**src/rtl/fabric_cfg_pkg.sv**
```systemverilog
// Shared fabric configuration constants and the bitstream loader state encoding.
// Also used by the configuration responders so the address map stays in one place.
package fabric_cfg_pkg;

    localparam int unsigned REGION_SHIFT    = 24;
    localparam logic [31:0] CFG_DATA_OFFSET = 32'h0000_0000;
    localparam logic [31:0] CFG_CTRL_OFFSET = 32'h0000_0004;
    localparam logic [31:0] CFG_COMMIT_WORD = 32'h0000_0001;

    typedef enum logic [2:0] {
        ST_IDLE   = 3'd0,
        ST_FETCH  = 3'd1,
        ST_WRITE  = 3'd2,
        ST_COMMIT = 3'd3,
        ST_DONE   = 3'd4,
        ST_ERR    = 3'd5
    } loader_state_e;

    // Address of a register inside a region; wraps modulo 2^32.
    function automatic logic [31:0] region_addr(input logic [31:0] base,
                                                input logic [7:0]  region,
                                                input logic [31:0] offset);
        return base + ({24'h00_0000, region} << REGION_SHIFT) + offset;
    endfunction

endpackage

```
**src/rtl/wb_timeout_ctr.sv**
```systemverilog
// Bus-cycle watchdog: counts cycles while tick is high, cleared by load.
// expired flags the TIMEOUT-th consecutive ticking cycle.
module wb_timeout_ctr #(
    parameter int unsigned TIMEOUT = 255
) (
    input  logic clk,
    input  logic rst_n,
    input  logic load,
    input  logic tick,
    output logic expired
);

    localparam int unsigned   CW   = (TIMEOUT > 1) ? $clog2(TIMEOUT) : 1;
    localparam logic [CW-1:0] LAST = CW'(TIMEOUT - 1);

    logic [CW-1:0] cnt_r;

    // Cycle counter, saturating at the last counted cycle.
    always_ff @(posedge clk or negedge rst_n) begin
        if (!rst_n) begin
            cnt_r <= '0;
        end else if (load) begin
            cnt_r <= '0;
        end else if (tick && (cnt_r != LAST)) begin
            cnt_r <= cnt_r + CW'(1);
        end else begin
            cnt_r <= cnt_r;
        end
    end

    assign expired = tick && (cnt_r == LAST);

endmodule

```
**src/rtl/wb_config_loader.sv**
```systemverilog
// Wishbone write-only initiator streaming bitstream words into one config region,
// followed by a commit write to the region control register.
module wb_config_loader
    import fabric_cfg_pkg::*;
#(
    parameter logic [31:0] BASE_ADDR   = 32'h3000_0000,
    parameter int unsigned NUM_REGIONS = 2,
    parameter logic [31:0] DATA_OFFSET = CFG_DATA_OFFSET,
    parameter logic [31:0] CTRL_OFFSET = CFG_CTRL_OFFSET,
    parameter int unsigned CNT_W       = 16,
    parameter int unsigned TIMEOUT     = 255
) (
    input  logic             wb_clk_i,
    input  logic             wb_rst_ni,
    input  logic             start_i,
    input  logic [7:0]       region_i,
    input  logic [CNT_W-1:0] count_i,
    input  logic [31:0]      s_data_i,
    input  logic             s_valid_i,
    output logic             s_ready_o,
    output logic             wbm_cyc_o,
    output logic             wbm_stb_o,
    output logic             wbm_we_o,
    output logic [3:0]       wbm_sel_o,
    output logic [31:0]      wbm_adr_o,
    output logic [31:0]      wbm_dat_o,
    input  logic             wbm_ack_i,
    output logic             busy_o,
    output logic             done_o,
    output logic             err_o,
    output logic [CNT_W-1:0] words_o
);

    loader_state_e    state_r, next_state_s;
    logic [7:0]       region_r;
    logic [CNT_W-1:0] remaining_r, words_r;
    logic [31:0]      adr_r, dat_r;
    logic             cyc_r, ready_r, busy_r, done_r, err_r;
    logic             start_ok_s, bad_region_s, hs_s, ack_s, expired_s;

    assign start_ok_s   = (state_r == ST_IDLE) && start_i;
    assign bad_region_s = ({24'h00_0000, region_i} >= NUM_REGIONS);
    assign hs_s         = ready_r && s_valid_i;
    assign ack_s        = cyc_r && wbm_ack_i &&
                          ((state_r == ST_WRITE) || (state_r == ST_COMMIT));

    // The watchdog only runs while a bus cycle is actually on the wire.
    wb_timeout_ctr #(.TIMEOUT(TIMEOUT)) u_timeout (
        .clk     (wb_clk_i),
        .rst_n   (wb_rst_ni),
        .load    (!cyc_r),
        .tick    (cyc_r),
        .expired (expired_s)
    );

    // FSM state register.
    always_ff @(posedge wb_clk_i or negedge wb_rst_ni) begin
        if (!wb_rst_ni) begin
            state_r <= ST_IDLE;
        end else begin
            state_r <= next_state_s;
        end
    end

    // Next-state decode; ack wins over a same-cycle timeout.
    always_comb begin
        next_state_s = state_r;
        case (state_r)
            ST_IDLE: begin
                if (!start_i) begin
                    next_state_s = ST_IDLE;
                end else if (bad_region_s) begin
                    next_state_s = ST_ERR;
                end else if (count_i == '0) begin
                    next_state_s = ST_COMMIT;
                end else begin
                    next_state_s = ST_FETCH;
                end
            end
            ST_FETCH: begin
                if (hs_s) begin
                    next_state_s = ST_WRITE;
                end else begin
                    next_state_s = ST_FETCH;
                end
            end
            ST_WRITE: begin
                if (ack_s) begin
                    if (remaining_r == CNT_W'(1)) begin
                        next_state_s = ST_COMMIT;
                    end else begin
                        next_state_s = ST_FETCH;
                    end
                end else if (expired_s) begin
                    next_state_s = ST_ERR;
                end else begin
                    next_state_s = ST_WRITE;
                end
            end
            ST_COMMIT: begin
                if (ack_s) begin
                    next_state_s = ST_DONE;
                end else if (expired_s) begin
                    next_state_s = ST_ERR;
                end else begin
                    next_state_s = ST_COMMIT;
                end
            end
            ST_DONE: next_state_s = ST_IDLE;
            ST_ERR:  next_state_s = ST_IDLE;
            default: next_state_s = ST_IDLE;
        endcase
    end

    // Registered outputs and datapath, all derived from the upcoming state.
    // The commit cycle starts one cycle after entering COMMIT, leaving an idle bus cycle.
    always_ff @(posedge wb_clk_i or negedge wb_rst_ni) begin
        if (!wb_rst_ni) begin
            region_r    <= 8'h00;
            remaining_r <= '0;
            words_r     <= '0;
            adr_r       <= 32'h0000_0000;
            dat_r       <= 32'h0000_0000;
            cyc_r       <= 1'b0;
            ready_r     <= 1'b0;
            busy_r      <= 1'b0;
            done_r      <= 1'b0;
            err_r       <= 1'b0;
        end else begin
            ready_r <= (next_state_s == ST_FETCH);
            busy_r  <= (next_state_s == ST_FETCH) || (next_state_s == ST_WRITE) ||
                       (next_state_s == ST_COMMIT);
            done_r  <= (next_state_s == ST_DONE);
            cyc_r   <= (next_state_s == ST_WRITE) ||
                       ((next_state_s == ST_COMMIT) && (state_r == ST_COMMIT));

            if (next_state_s == ST_ERR) begin
                err_r <= 1'b1;
            end else if (start_ok_s) begin
                err_r <= 1'b0;
            end else begin
                err_r <= err_r;
            end

            if (start_ok_s) begin
                region_r    <= region_i;
                remaining_r <= count_i;
                words_r     <= '0;
            end else if (ack_s && (state_r == ST_WRITE)) begin
                remaining_r <= remaining_r - CNT_W'(1);
                words_r     <= words_r + CNT_W'(1);
            end else begin
                remaining_r <= remaining_r;
                words_r     <= words_r;
            end

            if (next_state_s == ST_WRITE) begin
                adr_r <= region_addr(BASE_ADDR, region_r, DATA_OFFSET);
                dat_r <= hs_s ? s_data_i : dat_r;
            end else if (next_state_s == ST_COMMIT) begin
                adr_r <= region_addr(BASE_ADDR, region_r, CTRL_OFFSET);
                dat_r <= CFG_COMMIT_WORD;
            end else begin
                adr_r <= 32'h0000_0000;
                dat_r <= 32'h0000_0000;
            end
        end
    end

    assign s_ready_o = ready_r;
    assign wbm_cyc_o = cyc_r;
    assign wbm_stb_o = cyc_r;
    assign wbm_we_o  = cyc_r;
    assign wbm_sel_o = {4{cyc_r}};
    assign wbm_adr_o = adr_r;
    assign wbm_dat_o = dat_r;
    assign busy_o    = busy_r;
    assign done_o    = done_r;
    assign err_o     = err_r;
    assign words_o   = words_r;

endmodule

```
**config.mk**
```make
export PLATFORM = sky130hd
export DESIGN_NAME = wb_config_loader
export DESIGN_NICKNAME = d
export VERILOG_FILES = /design/src/rtl/fabric_cfg_pkg.sv /design/src/rtl/wb_timeout_ctr.sv /design/src/rtl/wb_config_loader.sv
export SDC_FILE = /design/constraint.sdc
export NUM_CORES = 1
export LEC_CHECK = 0
export CAP_MARGIN = 20
export CORE_AREA = 2 2 89 133
export CTS_CLUSTER_DIAMETER = 80
export DETAILED_ROUTE_END_ITERATION = 16
export DIE_AREA = 0 0 91 135
export GPL_TIMING_DRIVEN = 0
export PLACE_DENSITY = 0.87
export SLEW_MARGIN = 20
export SYNTH_ARGS = -nofsm -noshare
export SYNTH_HDL_FRONTEND = slang
export SYNTH_SLANG_ARGS = --single-unit
```
**constraint.sdc**
```tcl
create_clock -name wb_clk_i -period 3.3 [get_ports wb_clk_i]
set_input_delay 0.495 -clock wb_clk_i [delete_from_list [all_inputs] [get_ports wb_clk_i]]
set_output_delay 0.495 -clock wb_clk_i [all_outputs]
set_load 0.1 [all_outputs]
```
## Yosys cells after proc, flatten, opt, wreduce, memory -nomap -nowiden

Cells that the tools add are included.

- Bitwise gates (word level): 0
- Muxes and demuxes: 23
- $lt $le $gt $ge: 1
- Shift operators: 0
- Eq/ne operators: 13
- Reductions and logical operators: 16
- Divide/modulo/power cells: 0
- Multiply operators: 0
- Add/sub/neg operators: 5

Operators by type and width:

| kind | count |
|---|---|
| 2-to-1 mux 32 bit | 4 |
| 2-to-1 mux 16 bit | 4 |
| adder 30 x 32 -> 32 bit (first input constant) | 1 |
| adder 32 x 3 -> 32 bit (second input constant) | 1 |
| 2-to-1 mux 3 bit | 6 |
| adder 16 x 1 -> 16 bit (second input constant) | 1 |
| equality test 16 x 1 -> 1 bit (second input constant) | 1 |
| zero test 16 bit | 1 |
| 2-to-1 mux 8 bit | 2 |
| subtractor 16 x 1 -> 16 bit (second input constant) | 1 |
| equality test 3 x 2 -> 1 bit (second input constant) | 4 |
| one-hot mux 3 bit (4 select lines) | 1 |
| adder 8 x 1 -> 8 bit (second input constant) | 1 |
| equality test 8 bit (second input constant) | 1 |
| >= comparator 8 x 2 -> 1 bit (second input constant) | 1 |
| logical AND 1 bit | 8 |
| inequality test 8 bit (second input constant) | 1 |
| equality test 3 x 1 -> 1 bit (second input constant) | 2 |
| equality test 3 bit (second input constant) | 2 |
| 2-to-1 mux 2 bit | 3 |
| logical OR 1 bit | 4 |
| nonzero test 2 bit | 2 |
| zero test 3 bit | 1 |
| 2-to-1 mux 1 bit | 3 |
| other kinds (2) | 2 |

- Bits in writable memories: 0
- Input port bits: 61
- Bits in latches: 0
- Logic and storage cells: 70
- Register bits after elaboration: 120
- Memory bits (read-only): 0
- Memories: 0
- Output and inout bits: 91

## Logic depth before layout (Yosys ltp)

- Depth after elaboration: 8
- Mapped depth: 9
- Mapped depth without buffers: 8

## Hierarchy

From an unflattened synthesis, not the netlist that was laid out.

- Cells, all modules: 524
- Area total of the unflattened synthesis: 4,874.7 sq um

Modules (own cells, without submodules):

| module | area each (sq um) | sequential area each (sq um) | cells an instance | instances |
|---|---|---|---|---|
| wb_config_loader | 4,321.6 | 2,227.1 | 470 | 1 |
| wb_timeout_ctr | 553.0 | 200.2 | 54 | 1 |

## Worst setup path before layout

Ideal clock, no wire load.

- Path type: register -> register
- From: reg cyc_r (netlist: wbm_cyc_o)
- To: reg dat_r[10] (netlist: wbm_dat_o[10])
- Required time: 3.171 ns
- Slack: 0.758 ns
- Arrival: 2.414 ns
- Stages on the path, launching flop included: 7
- Clock period less this slack: 2.542 ns
- Buffers on the path: 1
- Library setup time: 0.129 ns
- Cell sequence: dfrtp_1 nand2_1 or2_2 o32a_1 inv_1 buf_2 nor3_2

- Cells in the longest elaborated chain, start to end: 6
- Elaborated cells between the ends (all ways): 11
- Classes of those cells: 2 x eq/ne; 6 x mux; 3 x reduce/logical

RTL lines:

| item | RTL line | text |
|---|---|---|
| start, declared | wb_config_loader.sv:38 | `logic cyc_r, ready_r, busy_r, done_r, err_r;` |
| start signal, assigned | wb_config_loader.sv:134 | `cyc_r <= (next_state_s == ST_WRITE) \|\|` |
| logical AND 1 bit (on tied branches) | wb_timeout_ctr.sv:31, wb_config_loader.sv:44 |  |
| 2-to-1 mux 3 bit (tied with other cells) | wb_config_loader.sv:94 | `end else if (expired_s) begin` |
| 2-to-1 mux 3 bit (on tied branches) | wb_config_loader.sv:88, wb_config_loader.sv:101 |  |
| one-hot mux 3 bit (4 select lines) * | wb_config_loader.sv:68 | `case (state_r)` |
| equality test 3 x 2 -> 1 bit * | wb_config_loader.sv:157 | `if (next_state_s == ST_WRITE) begin` |
| inequality test 2 bit (no line) / 2-to-1 mux 32 bit (equally long branches) | -- |  |
| end signal, assigned | wb_config_loader.sv:159 | `dat_r <= hs_s ? s_data_i : dat_r;` |
| end, declared | wb_config_loader.sv:37 | `logic [31:0] adr_r, dat_r;` |

Every way passes the cells marked *; elsewhere a longest branch is shown, timed or not.
A chain may end at the register's enable or synchronous reset.

## Worst setup path in the final report

- From: reg cyc_r (netlist: wbm_cyc_o)
- To: out wbm_we_o

RTL lines:

| item | RTL line | text |
|---|---|---|
| end, declared | wb_config_loader.sv:23 | `output logic wbm_we_o,` |

No word-level cell between the ends.

==> qor.csv <==
stage;metric;value;unit
cts;clk_pin_slew_worst_paths;0.07;ns
cts;holdBufCountCts;0;
synthesis;synth_top_area_cell;sky130_fd_sc_hd__dfrtp_1;
layout;drive_above_1_share;15.6;%
setup_path;timing.critical_path.cells;buf_4, clkdlybuf4s50_1;
sta;finClkSkew;0.00691;ns
die;top_level_ports;152;
cts;tritoncts_clock_tree;built;
cts;clock_latency_of_the_later_clocked_register_in_the_worst_skew_pair;0.34;ns
setup_path;crit_buf_inv;2;
sta;tns;0;ns
detailed_routing;remaining_drc_errors;0;
sta;max_clock_freq;374;MHz
layout;synthToLayoutAreaGrowth;38.1;%
synthesis;synthTopCellsByCount;97 x sky130_fd_sc_hd__dfrtp_1, 50 x sky130_fd_sc_hd__nand2_1, 37 x sky130_fd_sc_hd__nor2_1;
synthesis;synth_edf_count;0;
die;core.rowCount;47;
min_path;hp-class;in2async;
setup_path;cpPeakStageDelay;1.12;ns
layout;nNetsFinal;691;
layout;antenna-diode-count;0;
outcome;outcome;completed;
detailed_routing;route.detailed.vias_per_inst;5.25;
synthesis;yosysSeqAreaShare;49.6;%
sta;timing_max_transition_violations_final;0;
detailed_routing;detailedRoute.firstPassIterationCount;4;
synthesis;synthesis.area;4890;µm²
grt;fraction_of_met3_tracks_used_by_global_routing;4.97;%
sta;crit_path_time_final;2.67;ns
placed_design;io_buffers;127;
synthesis;synthesis.yosys.warnings;0;
detailed_routing;dr.first_iter.drc_count;174;
synthesis;synth_flop_cell;sky130_fd_sc_hd__dfrtp_1;
setup_path;worstPathMaxFanout;11;
grt;gr-max-usage-layer;met2;
synthesis;synthArstFlopShare;100;%
die;die-area;12300;µm²
setup_path;critical-path-slowest-cell;sky130_fd_sc_hd__clkdlybuf4s50_1;
die;floorplan.core_area;11100;µm²
cts;cts.path.max_buffers;2;
placed_design;gpl.final_weighted_congestion;0.924;
synthesis;syn-instance-count;463;
power_and_ir_drop;vdd.ir_drop.worst;0.490;mV
power_and_ir_drop;totalPowerFinal;6120;µW
grt;grtUsageMet1;23.9;%
sta;worst_slew_pin_slew;1.02;ns
setup_path;worst_ep_required_time;2.80;ns
sta;hold_violation_count_in_the_final_report;0;
detailed_routing;total_wire_length;12400;µm
cts;clock-root-buffer;sky130_fd_sc_hd__clkbuf_16;
cts;cts_setup_buffers;0;
sta;final.hold.worst_slack;0.00942;ns
grt;first_global_vias;4168;
grt;global_route.overflow_total;0;
setup_path;critPathLaunchType;flop;
die;floorplan.initialDensity;44.2;%
grt;globalRouteMet2Util;37.2;%
grt;largest_net_degree_at_the_start_of_global_routing;75;
setup_path;critPathKind;reg2out;
power_and_ir_drop;cellPowerDensity;906;nW/µm²
detailed_routing;wl_per_cell;16.0;µm
sta;final.period_utilization;81.0;%
synthesis;postSynthRegisterBits;97;
layout;num-fill-cells;922;
flow_run;total_of_max_cap_violations;0;
cts;cts_buffers;9;
setup_path;kind_of_capture_point_of_the_worst_setup_path;output pin;
sta;rsz0062_at_grt;false;
die;dieWidth;91;µm
setup_path;timing.critical_path.max_delay_family;buffers and inverters;
synthesis;yosys.cell_types.count;56;
cts;cts.repair.resized;0;
setup_path;crit_arrival;2.18;ns
detailed_routing;routed-via-count;4066;
synthesis;synth_area_leaders;sky130_fd_sc_hd__dfrtp_1 50%, sky130_fd_sc_hd__mux2i_1 7.0%, sky130_fd_sc_hd__nor3_2 6.3%;
cts;cts.sinks;97;
placed_design;detailedPlacementHpwl;9520;µm
cts;cts_h_tree_depth;3;
grt;grt_pass1_wl;20400;µm
grt;number_of_antenna_violations_at_the_first_check_in_global_routing;0;
sta;finalSetupViolations;0;
synthesis;synth.most_common_cell;sky130_fd_sc_hd__dfrtp_1;
die;chipHeight;135;µm
synthesis;post_synth.cell_area_avg;10.6;µm²
grt;grt_use_total;20.7;%
detailed_routing;postRouteAntennaNets;0;
synthesis;synthDominantCellAreaShare;49.6;%
power_and_ir_drop;cellLeakagePower;0.00310;µW
sta;slew_headroom;31.9;%
==> routing by layer <==
metal	up-vias	part of all wire [%]
met5	-	0
met4	0	2.3
met3	25	6.6
met2	192	53
met1	1947	38
li1	1902	-
==> worst reg2reg max path, cell delays in order, from the launching register on <==
cell and delay (ns):
sky130_fd_sc_hd__dfrtp_1 0.46, sky130_fd_sc_hd__inv_1 0.09, sky130_fd_sc_hd__ha_1 0.16, sky130_fd_sc_hd__nand3_1 0.08
sky130_fd_sc_hd__nand2b_1 0.26, sky130_fd_sc_hd__o2bb2ai_1 0.21, sky130_fd_sc_hd__nor3_2 0.61, sky130_fd_sc_hd__buf_6 0.26
sky130_fd_sc_hd__nor3b_1 0.18
==> cell type report <==
cell class	count	area, µm²	area share, %
Buffer	51	334	4.95
Clock buffer	10	229	3.39
Clock inverter	5	66.3	0.982
Inverter	10	37.5	0.556
Multi-Input combinational cell	327	2170	32.2
Sequential cell	97	2430	35.9
Tap cell	147	184	2.72
Timing Repair Buffer	128	1300	19.3
==> through the flow <==
step                      utilization [%]  area, µm²  setup WS, ns  instances
after floorplan                         -       4970         0.758        485
after global placement               58.1       6430         -1.64        759
after detailed placement             58.4       6460         0.592        760
after CTS                            61.1       6750         0.605        775
after global routing                 61.1       6750         0.563        775
final                                61.1       6750         0.628        775
==> sequential cells by signal, summed over array words and instances (netlist names) <==
register / cells
done_o: 1
region_r: 8
words_o: 16
busy_o: 1
wbm_cyc_o: 1
err_o: 1
state_r: 3
wbm_adr_o: 9
s_ready_o: 1
wbm_dat_o: 32
remaining_r: 16
u_timeout.cnt_r: 8
==> logic make-up after synthesis <==
group                      after synthesis  share of synthesized area, %
AOI/OAI and AO/OA                       45                          6.04
xor gates and xnor gates                20                          3.58
adders and majority gates                6                          1.53
buffers and inverters                   61                          7.60
DFF                                     97                          49.6
muxes                                   34                          6.96
other                                    1                        0.0767
and+or+nand+nor                        199                          24.6
==> final timing paths <==
path / cells after the start / slack (ns) / endpoint / startpoint
hold reg to reg: 1 / 0.45 / wbm_adr_o[28] / region_r[4]
max in group asynchronous: 2 / 2.67 / words_o[12] / wb_rst_ni
setup reg to reg: 8 / 0.91 / s_ready_o / u_timeout.cnt_r[0]
hold / removal: 1 / 0.009 / wbm_dat_o[8] / wb_rst_ni
min in group wb_clk_i: 1 / 0.45 / wbm_adr_o[28] / region_r[4]
setup / recovery: 2 / 0.63 / wbm_we_o / wbm_cyc_o
==> cells in the final DEF (no fill, tap or decap), types with 2 or more instances in the layout <==
cell type,instances
sky130_fd_sc_hd__buf_2,3
sky130_fd_sc_hd__clkdlybuf4s50_1,126
sky130_fd_sc_hd__clkbuf_16,9
sky130_fd_sc_hd__buf_4,29
sky130_fd_sc_hd__and4_1,2
sky130_fd_sc_hd__buf_6,5
sky130_fd_sc_hd__nor4_1,16
sky130_fd_sc_hd__a31oi_1,2
sky130_fd_sc_hd__dfrtp_1,97
sky130_fd_sc_hd__o311ai_0,2
sky130_fd_sc_hd__nor3_2,31
sky130_fd_sc_hd__xor2_1,9
sky130_fd_sc_hd__nor3b_1,2
sky130_fd_sc_hd__a21oi_1,11
sky130_fd_sc_hd__nand2_1,50
sky130_fd_sc_hd__o211ai_1,2
sky130_fd_sc_hd__inv_1,10
sky130_fd_sc_hd__a221o_1,3
sky130_fd_sc_hd__and2b_2,4
sky130_fd_sc_hd__xnor2_1,11
sky130_fd_sc_hd__a211oi_1,2
sky130_fd_sc_hd__and2_1,3
sky130_fd_sc_hd__nor3_1,12
sky130_fd_sc_hd__clkbuf_1,15
sky130_fd_sc_hd__nand2b_1,2
sky130_fd_sc_hd__nand4_1,8
sky130_fd_sc_hd__nor4_4,2
sky130_fd_sc_hd__conb_1,23
sky130_fd_sc_hd__nand3_1,15
sky130_fd_sc_hd__and3_1,2
sky130_fd_sc_hd__or3_2,2
sky130_fd_sc_hd__mux2i_1,34
sky130_fd_sc_hd__nor2_1,37
sky130_fd_sc_hd__o21ai_0,12
sky130_fd_sc_hd__ha_1,6
sky130_fd_sc_hd__clkinv_4,2
==> report_power, final <==
part           leakage, µW  total (µW)  switching [µW]  internal (µW)
clock network     0.000141        1040             448            591
logic              0.00167        3310            2400            912
registers          0.00129        1770             270           1500
Power figures use the tool's default switching activity.
